[src/rtl/alu_pkg.sv]
// Shared definitions for the byte-wide ALU and the multi-byte sequencer in front of it.
// Op codes are the {i3,i4,i5} select values decoded by the alu.
package alu_pkg;

  localparam int IDX_W = 2;
  localparam int CNT_W = 2;

  localparam logic [2:0] ALU_OP_ADD   = 3'b000;
  localparam logic [2:0] ALU_OP_SUBR  = 3'b001;
  localparam logic [2:0] ALU_OP_SUBS  = 3'b010;
  localparam logic [2:0] ALU_OP_OR    = 3'b011;
  localparam logic [2:0] ALU_OP_AND   = 3'b100;
  localparam logic [2:0] ALU_OP_NOTRS = 3'b101;
  localparam logic [2:0] ALU_OP_EXOR  = 3'b110;
  localparam logic [2:0] ALU_OP_EXNOR = 3'b111;

  typedef enum logic [1:0] {
    IDLE  = 2'd0,
    DRIVE = 2'd1,
    RESP  = 2'd2
  } alu_seq_state_t;

endpackage

[src/rtl/alu_seq_byte_mux.sv]
// Byte lane selection for the sequencer: reads byte rd_idx of the latched operands
// and writes one result byte into lane wr_idx of the accumulating result.
module alu_seq_byte_mux
  import alu_pkg::*;
#(
  parameter int NBYTES = 2
) (
  input  logic [8*NBYTES-1:0] a,
  input  logic [8*NBYTES-1:0] b,
  input  logic [8*NBYTES-1:0] res,
  input  logic [IDX_W-1:0]    rd_idx,
  input  logic [IDX_W-1:0]    wr_idx,
  input  logic [7:0]          wr_byte,
  output logic [7:0]          a_byte,
  output logic [7:0]          b_byte,
  output logic [8*NBYTES-1:0] res_nxt
);

  always_comb begin
    a_byte  = '0;
    b_byte  = '0;
    res_nxt = res;
    for (int k = 0; k < NBYTES; k++) begin
      if (rd_idx == IDX_W'(k)) begin
        a_byte = a[8*k +: 8];
        b_byte = b[8*k +: 8];
      end
      if (wr_idx == IDX_W'(k)) begin
        res_nxt[8*k +: 8] = wr_byte;
      end
    end
  end

endmodule

[src/rtl/alu_seq.sv]
// Multi-byte arithmetic sequencer: feeds one wide op through the 8-bit alu LSB first,
// chaining carry between bytes and folding per-byte flags into a registered response.
module alu_seq
  import alu_pkg::*;
#(
  parameter int NBYTES = 2,
  parameter int SETTLE = 1
) (
  input  logic                clk,
  input  logic                rst_n,
  input  logic                req_valid,
  output logic                req_ready,
  input  logic [2:0]          req_op,
  input  logic [8*NBYTES-1:0] req_a,
  input  logic [8*NBYTES-1:0] req_b,
  input  logic                req_c_in,
  output logic                rsp_valid,
  input  logic                rsp_ready,
  output logic [8*NBYTES-1:0] rsp_result,
  output logic                rsp_carry,
  output logic                rsp_overflow,
  output logic                rsp_zero,
  output logic                alu_en,
  output logic                alu_i3,
  output logic                alu_i4,
  output logic                alu_i5,
  output logic                alu_c_in,
  output logic [7:0]          alu_r,
  output logic [7:0]          alu_s,
  input  logic [7:0]          alu_f,
  input  logic                alu_zero,
  input  logic                alu_c_out,
  input  logic                alu_overflow
);

  localparam int W = 8 * NBYTES;

  alu_seq_state_t   state, state_nxt;
  logic [CNT_W-1:0] settle_cnt;
  logic [IDX_W-1:0] byte_cnt;
  logic [IDX_W-1:0] byte_nxt;
  logic [W-1:0]     a_q, b_q, res_q, res_nxt;
  logic             carry_q, ovf_q, zero_q;
  logic [7:0]       a_byte, b_byte;
  logic             accept, capture, last_byte;

  assign req_ready = (state == IDLE);
  assign accept    = req_valid & req_ready;
  assign capture   = (state == DRIVE) && (settle_cnt == CNT_W'(SETTLE - 1));
  assign last_byte = (byte_cnt == IDX_W'(NBYTES - 1));
  assign byte_nxt  = byte_cnt + 1'b1;

  alu_seq_byte_mux #(
    .NBYTES (NBYTES)
  ) u_byte_mux (
    .a       (a_q),
    .b       (b_q),
    .res     (res_q),
    .rd_idx  (byte_nxt),
    .wr_idx  (byte_cnt),
    .wr_byte (~alu_f),
    .a_byte  (a_byte),
    .b_byte  (b_byte),
    .res_nxt (res_nxt)
  );

  always_comb begin
    state_nxt = state;
    case (state)
      IDLE:    if (accept) state_nxt = DRIVE;
      DRIVE:   if (capture && last_byte) state_nxt = RESP;
      RESP:    if (rsp_valid && rsp_ready) state_nxt = IDLE;
      default: state_nxt = IDLE;
    endcase
  end

  always_ff @(posedge clk or negedge rst_n) begin
    if (!rst_n) state <= IDLE;
    else        state <= state_nxt;
  end

  // Control and alu drive registers; byte 0 is loaded straight from the request at acceptance.
  always_ff @(posedge clk or negedge rst_n) begin
    if (!rst_n) begin
      settle_cnt   <= '0;
      byte_cnt     <= '0;
      alu_en       <= 1'b0;
      alu_i3       <= 1'b0;
      alu_i4       <= 1'b0;
      alu_i5       <= 1'b0;
      alu_c_in     <= 1'b0;
      alu_r        <= '0;
      alu_s        <= '0;
      rsp_valid    <= 1'b0;
      rsp_result   <= '0;
      rsp_carry    <= 1'b0;
      rsp_overflow <= 1'b0;
      rsp_zero     <= 1'b0;
    end else begin
      case (state)
        IDLE: begin
          if (accept) begin
            alu_en                   <= 1'b1;
            {alu_i3, alu_i4, alu_i5} <= req_op;
            alu_c_in                 <= req_c_in;
            alu_r                    <= req_a[7:0];
            alu_s                    <= req_b[7:0];
            settle_cnt               <= '0;
            byte_cnt                 <= '0;
          end
        end
        DRIVE: begin
          if (capture) begin
            settle_cnt <= '0;
            if (last_byte) begin
              alu_en   <= 1'b0;
              alu_c_in <= 1'b0;
              alu_r    <= '0;
              alu_s    <= '0;
              byte_cnt <= '0;
            end else begin
              alu_c_in <= alu_c_out;
              alu_r    <= a_byte;
              alu_s    <= b_byte;
              byte_cnt <= byte_nxt;
            end
          end else begin
            settle_cnt <= settle_cnt + 1'b1;
          end
        end
        RESP: begin
          if (!rsp_valid) begin
            rsp_valid    <= 1'b1;
            rsp_result   <= res_q;
            rsp_carry    <= carry_q;
            rsp_overflow <= ovf_q;
            rsp_zero     <= zero_q;
          end else if (rsp_ready) begin
            rsp_valid <= 1'b0;
          end
        end
        default: ;
      endcase
    end
  end

  // Operand latch and per-byte accumulation; alu_f is only looked at on a capture edge.
  always_ff @(posedge clk) begin
    if (accept) begin
      a_q    <= req_a;
      b_q    <= req_b;
      zero_q <= 1'b1;
    end else if (capture) begin
      res_q   <= res_nxt;
      carry_q <= alu_c_out;
      ovf_q   <= alu_overflow;
      zero_q  <= zero_q & alu_zero;
    end
  end

endmodule

[config.mk]
export PLATFORM = sky130hd
export DESIGN_NAME = alu_seq
export DESIGN_NICKNAME = d
export VERILOG_FILES = /design/src/rtl/alu_pkg.sv /design/src/rtl/alu_seq_byte_mux.sv /design/src/rtl/alu_seq.sv
export SDC_FILE = /design/constraint.sdc
export NUM_CORES = 1
export LEC_CHECK = 0
export CORE_MARGIN = 2
export CORE_UTILIZATION = 49
export DETAILED_ROUTE_END_ITERATION = 6
export PLACE_DENSITY = 0.8
export SYNTH_ARGS = -nofsm -noshare
export SYNTH_HDL_FRONTEND = slang
export SYNTH_SLANG_ARGS = --single-unit
[constraint.sdc]
create_clock -name clk -period 2.3 [get_ports clk]
set_input_delay 0.23 -clock clk [delete_from_list [all_inputs] [get_ports clk]]
set_output_delay 0.23 -clock clk [all_outputs]
set_load 0.03 [all_outputs]
==> results of run 1 <==
state kept, by name (all words and copies together) (netlist names):
signal and cells:
alu_en 1, res_q 16, a_q 16, byte_cnt 2, carry_q 1, state 2
alu_r 8, rsp_carry 1, alu_i5 1, settle_cnt 2, zero_q 1, rsp_overflow 1
ovf_q 1, alu_c_in 1, alu_s 8, rsp_result 16, rsp_zero 1, alu_i4 1
alu_i3 1, rsp_valid 1, b_q 16
stage by stage:
| step | utilization | setup slack (ns) | hold WS (ns) | area (um2) |
|---|---|---|---|---|
| floorplan | - | 0.206 | -0.0656 | 3720 |
| global placement | 0.651 | 0.451 | 0.0359 | 4750 |
| detailed placement | 0.651 | 0.400 | 0.0383 | 4750 |
| CTS | 0.682 | 0.397 | 0.184 | 4980 |
| global route | 0.682 | 0.363 | 0.190 | 4980 |
| finish | 0.682 | 0.421 | 0.197 | 4980 |
kinds of logic after synthesis:
kind of cell,count (synthesis)
buffers and inverters,25
AO/OA/AOI/OAI,57
AND/OR/NAND/NOR,39
adder cells (fa/ha/maj),1
flip-flops,98
multiplexers,24
worst max path at each step:
stage                               startpoint            endpoint  slack (ns)
final                     state[1]$_DFFE_PN0P_           req_ready        0.42
after global routing      state[0]$_DFFE_PN0P_           req_ready        0.36
after CTS                 state[1]$_DFFE_PN0P_           req_ready        0.40
after detailed placement             req_valid    b_q[8]$_DFFE_PP_        0.40
after global placement               req_valid    b_q[8]$_DFFE_PP_        0.45
after floorplan           state[1]$_DFFE_PN0P_  alu_i3$_DFFE_PN0P_        0.21
synth_stat cells (2+ instances only):
| cell type | count | share of area |
|---|---|---|
| buf_2 | 7 | 0.0094 |
| dfrtp_1 | 47 | 0.32 |
| edfxtp_1 | 50 | 0.40 |
| o31ai_1 | 18 | 0.036 |
| nor2_1 | 20 | 0.020 |
| inv_1 | 11 | 0.011 |
| and2_1 | 3 | 0.0050 |
| o21ai_0 | 16 | 0.022 |
| mux2_2 | 22 | 0.067 |
| a21o_1 | 3 | 0.0061 |
| clkbuf_1 | 3 | 0.0030 |
| buf_6 | 2 | 0.0061 |
| nand2_1 | 4 | 0.0040 |
| nor2b_1 | 2 | 0.0034 |
| a221oi_1 | 16 | 0.038 |
layout make-up:
| class | count | area, um2 | share of cell area |
|---|---|---|---|
| tap | 99 | 124 | 0.0249 |
| clock inverter | 3 | 46.3 | 0.00930 |
| sequential | 98 | 2700 | 0.542 |
| timing repair buffer | 103 | 1000 | 0.201 |
| inverter | 11 | 41.3 | 0.00830 |
| multi-input combinational | 121 | 896 | 0.180 |
| clock buffer | 13 | 170 | 0.0342 |
critical path: stages, from the launching register on:
cell and delay, ns:
dfrtp_1 0.43, nor2_1 0.14, clkdlybuf4s50_1 0.72
metal layers:
layer,up-vias,part of all wire
li1,1110,-
met1,1170,0.41
met2,104,0.51
met3,19,0.056
met4,0,0.030
met5,-,0
power by group through the flow:
| stage | combinational, mW | sequential, mW | clock [mW] |
|---|---|---|---|
| 5_1_grt | 3.20 | 2.90 | 1.26 |
| 3_3_place_gp | 2.92 | 2.84 | 0 |
| 3_5_place_dp | 3.01 | 2.86 | 0 |
| 2_1_floorplan | 1.17 | 3.49 | 0 |
| 6_report | 3.00 | 2.83 | 1.16 |
| 4_1_cts | 3.03 | 2.83 | 1.19 |
repair_timing:
item / 4_1_cts / 5_1_grt
hold buffers: 1 / 0
hold endpoints to repair: 47 / 0
resized for setup: 0 / 0
setup buffers: 0 / 0
==> out/qor.yml, run 1 <==
logic_synthesis:
  synth_compound_area_frac: 0.109
  synthesis.area_um2: 3720
  synthArstFlopShare: 0.480
  synth_enable_flop_cells: 50
  syn_area_per_cell_um2: 15.2
  synth_fa_ha_area_frac: 0.00336
  synth-warning-count: 0
  synth_top_family_by_area: "compound AO/OA/AOI/OAI gates"
  syn-num-nets: 296
  synth.distinct_cells: 35
  synthSimpleGateAreaFrac: 0.0528
  synth_xor_area_frac: 0
  syn_inst: 244
  synth-main-ff-cell: "edfxtp_1"
  synthMuxAreaShare: 0.0744
  ys_ff_latch: 98
  ys_seq_area_frac: 0.725
global_route:
  grt_use_met3: 0.0465
  antenna_found_initial: 0
  grt_overflow_total: 0
  top_usage_layer: "met2"
  grt_util_met2: 0.334
  grt_pass1_vias: 2576
  grt_pass1_wl_mm: 12.7
  grt_max_degree: 27
  grt_usage: 0.200
  use_met1: 0.245
worst_hold_path:
  hold_class: "in2async"
worst_setup_path:
  reg2reg_from: "state[1]$_DFFE_PN0P_"
  crit_type: "reg2out"
  cp.required_ns: 2.07
  worst-r2r-cell-count: 5
  endpoint_kind: "output port"
  cp_max_fo: 3
  rrSetupSlack_ns: 0.53
  critPathLaunchType: "register"
  worst_ep_arrival_time_ns: 1.65
  r2r_end: "alu_s[4]$_DFFE_PN0P_"
drt:
  vias: 2403
  routedWlPerCell_um: 17.5
  antenna_left: 0
  drc: 0
  drtIter0Drc: 137
  viasPerCell: 5.36
  wirelength_mm: 7.85
  first_pass_iters: 5
finish:
  diodes: 0
  drive_above_1_share: 0.158
  final_nets: 396
  layout_common_cells: "clkdlybuf4s50_1, edfxtp_1, dfrtp_1"
  layout_commonest_cell: "clkdlybuf4s50_1"
  layout.cells.non_filler: 448
  area_delta_synth_final_pct: 33.8
  fillers: 558
power:
  p_sw_frac: 0.369
  intPower_mw: 4.41
  leakage_nw: 1.94
  power_frac_clock: 0.166
  vdd_drop_max_v: 0.000739
  p_switching_mw: 2.58
  cellPowerDensity_nw_per_um2: 1400
  combPwrFrac: 0.429
  p_total_mw: 6.99
  p_seq_frac: 0.405
floorplanning:
  core_um2: 7290
  design.portCount: 93
  die_area_um2: 8300
  rows: 31
  initial_utilization: 0.510
  die_width_um: 91.1
  fp.dieH_um: 91.1
sta:
  fin_skew_ns: 0.0115
  min_period_over_period: 0.817
  finalSetupViolCount: 0
  fin_crit_ns: 1.88
  finalHoldViolCount: 0
  rsz0062_at_grt: "no"
  clock.fmax_mhz: 532
  setup_tns_ns: 0
  max_slew_margin: 0.585
  slew_violations: 0
  worst_pin_slew_ns: 0.622
clock_network:
  root_buffer: "clkbuf_8"
  cts.clk_slew.worst_paths_ns: 0.08
  h-tree-depth: 3
  cts_tree: "yes"
  clock_latency_ns: 0.36
  cts_buffer_depth: 2
  cts_buffers: 9
  cts_sinks: 98
placement:
  gp_congestion: 0.765
  dpl.hpwl_mm: 5.49
  io_buffers: 92
  dp_cells: 431
outcome:
  status: "finished, final reports clean"
run:
  cap_violations: 0
(Power assumes the default switching activity.)
==> inputs of run 2 (changes only) <==
==> constraint.sdc (replaced) <==
create_clock -name clk -period 1.78 [get_ports clk]
set_input_delay 0.178 -clock clk [delete_from_list [all_inputs] [get_ports clk]]
set_output_delay 0.178 -clock clk [all_outputs]
set_load 0.03 [all_outputs]
==> run 2 against run 1 <==
- global-route usage is 0.39 points lower
- register-to-register slack worse by 0.39 ns
- total power is 29% higher
- utilization is 0.57 points higher
- clock power is 18% higher
- routed wire length is 0.47% lower
- first-iteration DRC count is 2.9% higher
- die area stayed put
- critical endpoint is now rsp_valid
- largest cell class unchanged
==> out/qor.yml, run 2 (synthesized netlist as in run 1, its figures left out) <==
outcome:
  status: "finished, final reports clean"
global_route:
  grt_usage: 0.197  # -0.00390
  antenna_found_initial: 0  # unchanged
  grt_util_met2: 0.327  # -0.00679
  top_usage_layer: "met2"
  grt_use_met3: 0.0448  # -0.00166
  grt_pass1_vias: 2586  # +0.39%
  grt_max_degree: 27  # unchanged
  grt_overflow_total: 0  # unchanged
  grt_pass1_wl_mm: 12.6  # -1.2%
  use_met1: 0.259  # +0.0142
sta:
  fin_skew_ns: 0.00914  # -0.00231 ns
  min_period_over_period: 0.943
  max_slew_margin: 0.565  # -0.0207
  rsz0062_at_grt: "no"
  fin_crit_ns: 1.68
  whs_ns: 0.355  # +0.158 ns
  setup_tns_ns: 0  # unchanged
  finalSetupViolCount: 0  # unchanged
  clock.fmax_mhz: 596
  slew_violations: 0  # unchanged
  fin_ws_ns: 0.102  # -0.319 ns
  worst_pin_slew_ns: 0.653  # +0.0310 ns
  finalHoldViolCount: 0  # unchanged
clock_network:
  cts_buffers: 9  # unchanged
  cts_sinks: 98  # unchanged
  post_cts_buffers: 0  # unchanged
  cts_buffer_depth: 2  # unchanged
  clock_latency_ns: 0.37  # about the same
  cts.clk_slew.worst_paths_ns: 0.09  # about the same
  root_buffer: "clkbuf_8"
  cts_tree: "yes"
  h-tree-depth: 3  # unchanged
finish:
  drive_above_1_share: 0.177  # +0.0199
  area_delta_synth_final_pct: 34.9
  layout_commonest_cell: "clkdlybuf4s50_1"
  diodes: 0  # unchanged
  final_nets: 402  # +1.5%
  layout_common_cells: "clkdlybuf4s50_1, edfxtp_1, dfrtp_1"
  finish.utilization: 0.688  # +0.00566
  fin_area_um2: 5020  # +0.83%
  layout.cells.non_filler: 454  # +1.3%
power:
  leakage_nw: 1.95  # +0.96%
  vdd_drop_max_v: 0.000870  # +18%
  p_total_mw: 9.01  # +29%
  cellPowerDensity_nw_per_um2: 1800  # +28%
worst_setup_path:
  cp_num_buf_inv: 1  # unchanged
  cp.required_ns: 1.60  # -0.47 ns
  cp_max_fo: 4  # +1
  critPathLaunch: "rsp_valid$_DFFE_PN0N_"
  endpoint_kind: "output port"
  reg2reg_from: "settle_cnt[0]$_DFFE_PN0P_"
  rrSetupSlack_ns: 0.14  # -0.39 ns
  worst-r2r-cell-count: 6  # +1
  critPathSlowestCell: "clkdlybuf4s50_1"
  r2r_end: "alu_s[7]$_DFFE_PN0P_"
  path_delay_family: "buffers and inverters"
  cp_cell_sequence: "clkdlybuf4s50_1"
  critPathLaunchType: "register"
  crit_type: "reg2out"
  worst_ep_arrival_time_ns: 1.50  # -0.15 ns
  critical-path-max-stage-delay_ns: 0.71  # about the same
placement:
  dpl.hpwl_mm: 5.68  # +3.4%
  dp_cells: 437  # +1.4%
  placed_area_um2: 4820  # +1.5%
  gp_congestion: 0.820  # +7.1%
  dp_slack_ns: 0.115  # -0.285 ns
  io_buffers: 92  # unchanged
drt:
  drtIter0Drc: 141  # +2.9%
  drc: 0  # unchanged
  routedWlPerCell_um: 17.2  # -1.8%
  first_pass_iters: 4  # -1
  wirelength_mm: 7.82  # -0.47%
  vias: 2467  # +2.7%
  antenna_left: 0  # unchanged
  viasPerCell: 5.43  # +1.3%
floorplanning:
  design.portCount: 93  # unchanged
  core_um2: 7290  # unchanged
  fp.dieH_um: 91.1  # unchanged
  initial_utilization: 0.510  # unchanged
  die_area_um2: 8300  # unchanged
  die_width_um: 91.1  # unchanged
  rows: 31  # unchanged
run:
  cap_violations: 0  # unchanged
worst_hold_path:
  hold_class: "in2async"
==> run 2: changes by cell type in the layout (fill, tap and decap cells not counted), sizes merged <==
cell	delta
clkinvlp	+1
clkdlybuf4s50	-1
clkbuf	-3
clkinv	+2
buf	+7
==> run 2: worst max-delay path by stage <==
stage / slack (ns) / to / cells past startpoint
3_5_place_dp: 0.11 / alu_r[0]$_DFFE_PN0P_ / 6
6_report: 0.10 / rsp_valid / 1
2_1_floorplan: 0.04 / alu_i3$_DFFE_PN0P_ / 4
5_1_grt: 0.02 / alu_s[7]$_DFFE_PN0P_ / 6
4_1_cts: 0.10 / alu_r[1]$_DFFE_PN0P_ / 6
3_3_place_gp: 0.18 / b_q[0]$_DFFE_PP_ / 3
==> run 2: area by class of cell <==
type | count | area [um2]
Clock inverter | 6 | 57.6
Inverter | 11 | 41.3
Multi-Input combinational cell | 121 | 901
Fill cell | 545 | 2270
Clock buffer | 10 | 128
Sequential cell | 98 | 2700
Tap cell | 99 | 124
Timing Repair Buffer | 109 | 1070
==> run 2: repair_timing <==
action | in CTS | in global routing
hold buffers | 1 | 0
setup endpoints to repair | 0 | 9
hold endpoints to repair | 24 | 0
gates resized for setup | 0 | 1
==> run 2: metal layers <==
| metal | vias to the layer above | wire [um] |
|---|---|---|
| met5 | - | 0 |
| met3 | 11 | 568 |
| met2 | 118 | 3810 |
| li1 | 1124 | - |
| met4 | 0 | 96 |
| met1 | 1214 | 3340 |
==> run 2: report_power, final <==
| part | internal [mW] | total [mW] | switching (mW) | leakage [nW] |
|---|---|---|---|---|
| clock network | 0.638 | 1.37 | 0.735 | 0.0874 |
| registers | 3.26 | 3.64 | 0.388 | 1.05 |
| logic | 1.76 | 3.99 | 2.24 | 0.821 |
| total | 5.65 | 9.01 | 3.36 | 1.95 |
==> inputs of run 3 (changes only) <==
--- a/config.mk
+++ b/config.mk
@@ -5,7 +5,6 @@
 export SDC_FILE = /design/constraint.sdc
 export NUM_CORES = 1
 export LEC_CHECK = 0
-export CORE_MARGIN = 2
 export CORE_UTILIZATION = 49
 export DETAILED_ROUTE_END_ITERATION = 6
 export PLACE_DENSITY = 0.8
==> run 3 against run 2 <==
- clock skew rose by 0.0026 ns
- cell area barely moved
- global-route usage rose by 1.6 points
- worst hold slack got worse by 0.026 ns
- maximum frequency rose by 2.1%
- register-to-register slack barely moved
- highest routed layer unchanged
==> out/qor.yml, run 3 (synthesized netlist as in run 1, its figures left out) <==
worst_setup_path:
  crit_type: "reg2reg"
  reg2reg_from: "state[1]$_DFFE_PN0P_"
  r2r_end: "b_q[9]$_DFFE_PP_"
  rrSetupSlack_ns: 0.14  # about the same
  cp.required_ns: 1.84  # +0.24 ns
  critPathLaunchType: "register"
  critPathLaunch: "state[1]$_DFFE_PN0P_"
  worst_ep_arrival_time_ns: 1.71  # +0.21 ns
  cp_max_fo: 20  # +16
  worst-r2r-cell-count: 3  # -3
  endpoint_kind: "register"
placement:
  dpl.hpwl_mm: 5.55  # -2.2%
  placed_area_um2: 4810  # -0.10%
  dp_slack_ns: 0.0270  # -0.0875 ns
  dp_cells: 438  # +0.23%
  io_buffers: 92  # unchanged
  gp_congestion: 0.762  # -7.1%
clock_network:
  cts_sinks: 98  # unchanged
  cts_buffer_depth: 2  # unchanged
  cts_buffers: 9  # unchanged
  cts.clk_slew.worst_paths_ns: 0.09  # about the same
  root_buffer: "clkbuf_8"
  cts_tree: "yes"
  cts-resized-gates: 0  # unchanged
  post_cts_buffers: 0  # unchanged
  hold_buffers: 1  # unchanged
  h-tree-depth: 3  # unchanged
  clock_latency_ns: 0.35  # -0.02 ns
sta:
  clock.fmax_mhz: 609  # +2.1%
  rsz0062_at_grt: "no"
  finalSetupViolCount: 0  # unchanged
  min_period_over_period: 0.923  # -0.0197
  max_slew_margin: 0.588  # +0.0235
  fin_ws_ns: 0.137  # +0.0351 ns
  fin_skew_ns: 0.0117  # +0.00256 ns
  setup_tns_ns: 0  # unchanged
  worst_pin_slew_ns: 0.618  # -0.0352 ns
  slew_violations: 0  # unchanged
  fin_crit_ns: 1.64  # -0.0351 ns
  finalHoldViolCount: 0  # unchanged
floorplanning:
  die_width_um: 89.1  # -2.2%
  design.portCount: 93  # unchanged
  initial_utilization: 0.510  # unchanged
  rows: 31  # unchanged
  die_area_um2: 7940  # -4.3%
  fp.dieH_um: 89.1  # -2.2%
  core_um2: 7290  # unchanged
drt:
  drtIter0Drc: 106  # -25%
  first_pass_iters: 4  # unchanged
  top_layer_used: "met4"
  drc: 0  # unchanged
  dr_wl_met2_mm: 3.70  # -2.8%
  wl_met3_um: 544  # -4.2%
  vias: 2443  # -0.97%
  wirelength_mm: 7.67  # -1.9%
  antenna_left: 0  # unchanged
  routedWlPerCell_um: 16.9  # -2.1%
  viasPerCell: 5.37  # -1.2%
  wirelength_met1_mm: 3.26  # -2.3%
power:
  cellPowerDensity_nw_per_um2: 1800  # +0.19%
  vdd_drop_max_v: 0.000886  # +1.8%
  leakage_nw: 1.97  # +0.83%
finish:
  final_nets: 403  # +0.25%
  layout_commonest_cell: "clkdlybuf4s50_1"
  fin_area_um2: 5020  # about the same
  diodes: 0  # unchanged
  layout_common_cells: "clkdlybuf4s50_1, edfxtp_1, dfrtp_1"
  layout.cells.non_filler: 455  # +0.22%
  drive_above_1_share: 0.180  # +0.00231
  area_delta_synth_final_pct: 35.0  # about the same
  fillers: 539  # -1.1%
global_route:
  grt_usage: 0.213  # +0.0164
  grt_overflow_total: 0  # unchanged
  grt_max_degree: 23  # -15%
  grt_pass1_vias: 2529  # -2.2%
  antenna_found_initial: 0  # unchanged
  grt_pass1_wl_mm: 12.4  # -0.88%
run:
  cap_violations: 0  # unchanged
worst_hold_path:
  hold_class: "in2async"
outcome:
  status: "finished, final reports clean"
-- run 3: cell count changes in the layout (fill, tap and decap cells not counted), sizes merged --
cell	delta
clkinv	+2
clkinvlp	-2
buf	+1
-- run 3: worst max path at each step --
stage / endpoint / slack [ns] / cells after the start
after floorplan: alu_i3$_DFFE_PN0P_ / 0.04 / 4
after global placement: a_q[10]$_DFFE_PP_ / 0.04 / 3
after detailed placement: a_q[10]$_DFFE_PP_ / 0.03 / 3
after CTS: rsp_valid / 0.12 / 1
after global routing: alu_r[4]$_DFFE_PN0P_ / 0.05 / 4
final: b_q[9]$_DFFE_PP_ / 0.14 / 3
-- run 3: metal layers --
metal  GRT usage  vias to the layer above
li1            -                     1123
met3      0.0443                       15
met1       0.284                     1193
met2       0.342                      112
met4      0.0924                        0
met5           0                        -
-- run 3: cell type report --
class	count	area (um2)	share of cell area
inverter	11	41.3	0.00823
clock inverter	6	56.3	0.0112
tap	99	124	0.0247
timing repair buffer	110	1060	0.212
sequential	98	2700	0.538
multi-input combinational	121	898	0.179
clock buffer	10	138	0.0274
-- run 3: worst max-delay path: stages, from the launching register on --
cell and delay (ns):
dfrtp_1 0.45, nor2_2 0.16, and2_2 0.47, buf_4 0.27
-- run 3: metrics by stage --
| stage | power, mW | utilization | hold WS, ns |
|---|---|---|---|
| 2_1_floorplan | 6.03 | - | -0.118 |
| 3_3_place_gp | 7.55 | 0.660 | 0.185 |
| 3_5_place_dp | 7.68 | 0.660 | 0.191 |
| 4_1_cts | 9.08 | 0.688 | 0.341 |
| 5_1_grt | 9.52 | 0.688 | 0.350 |
| 6_report | 9.03 | 0.688 | 0.329 |
-- run 3: power breakdown --
group	total, mW	switching, mW	internal, mW	leakage (nW)
logic	3.97	2.23	1.75	0.824
registers	3.65	0.393	3.26	1.05
clock network	1.40	0.728	0.677	0.101
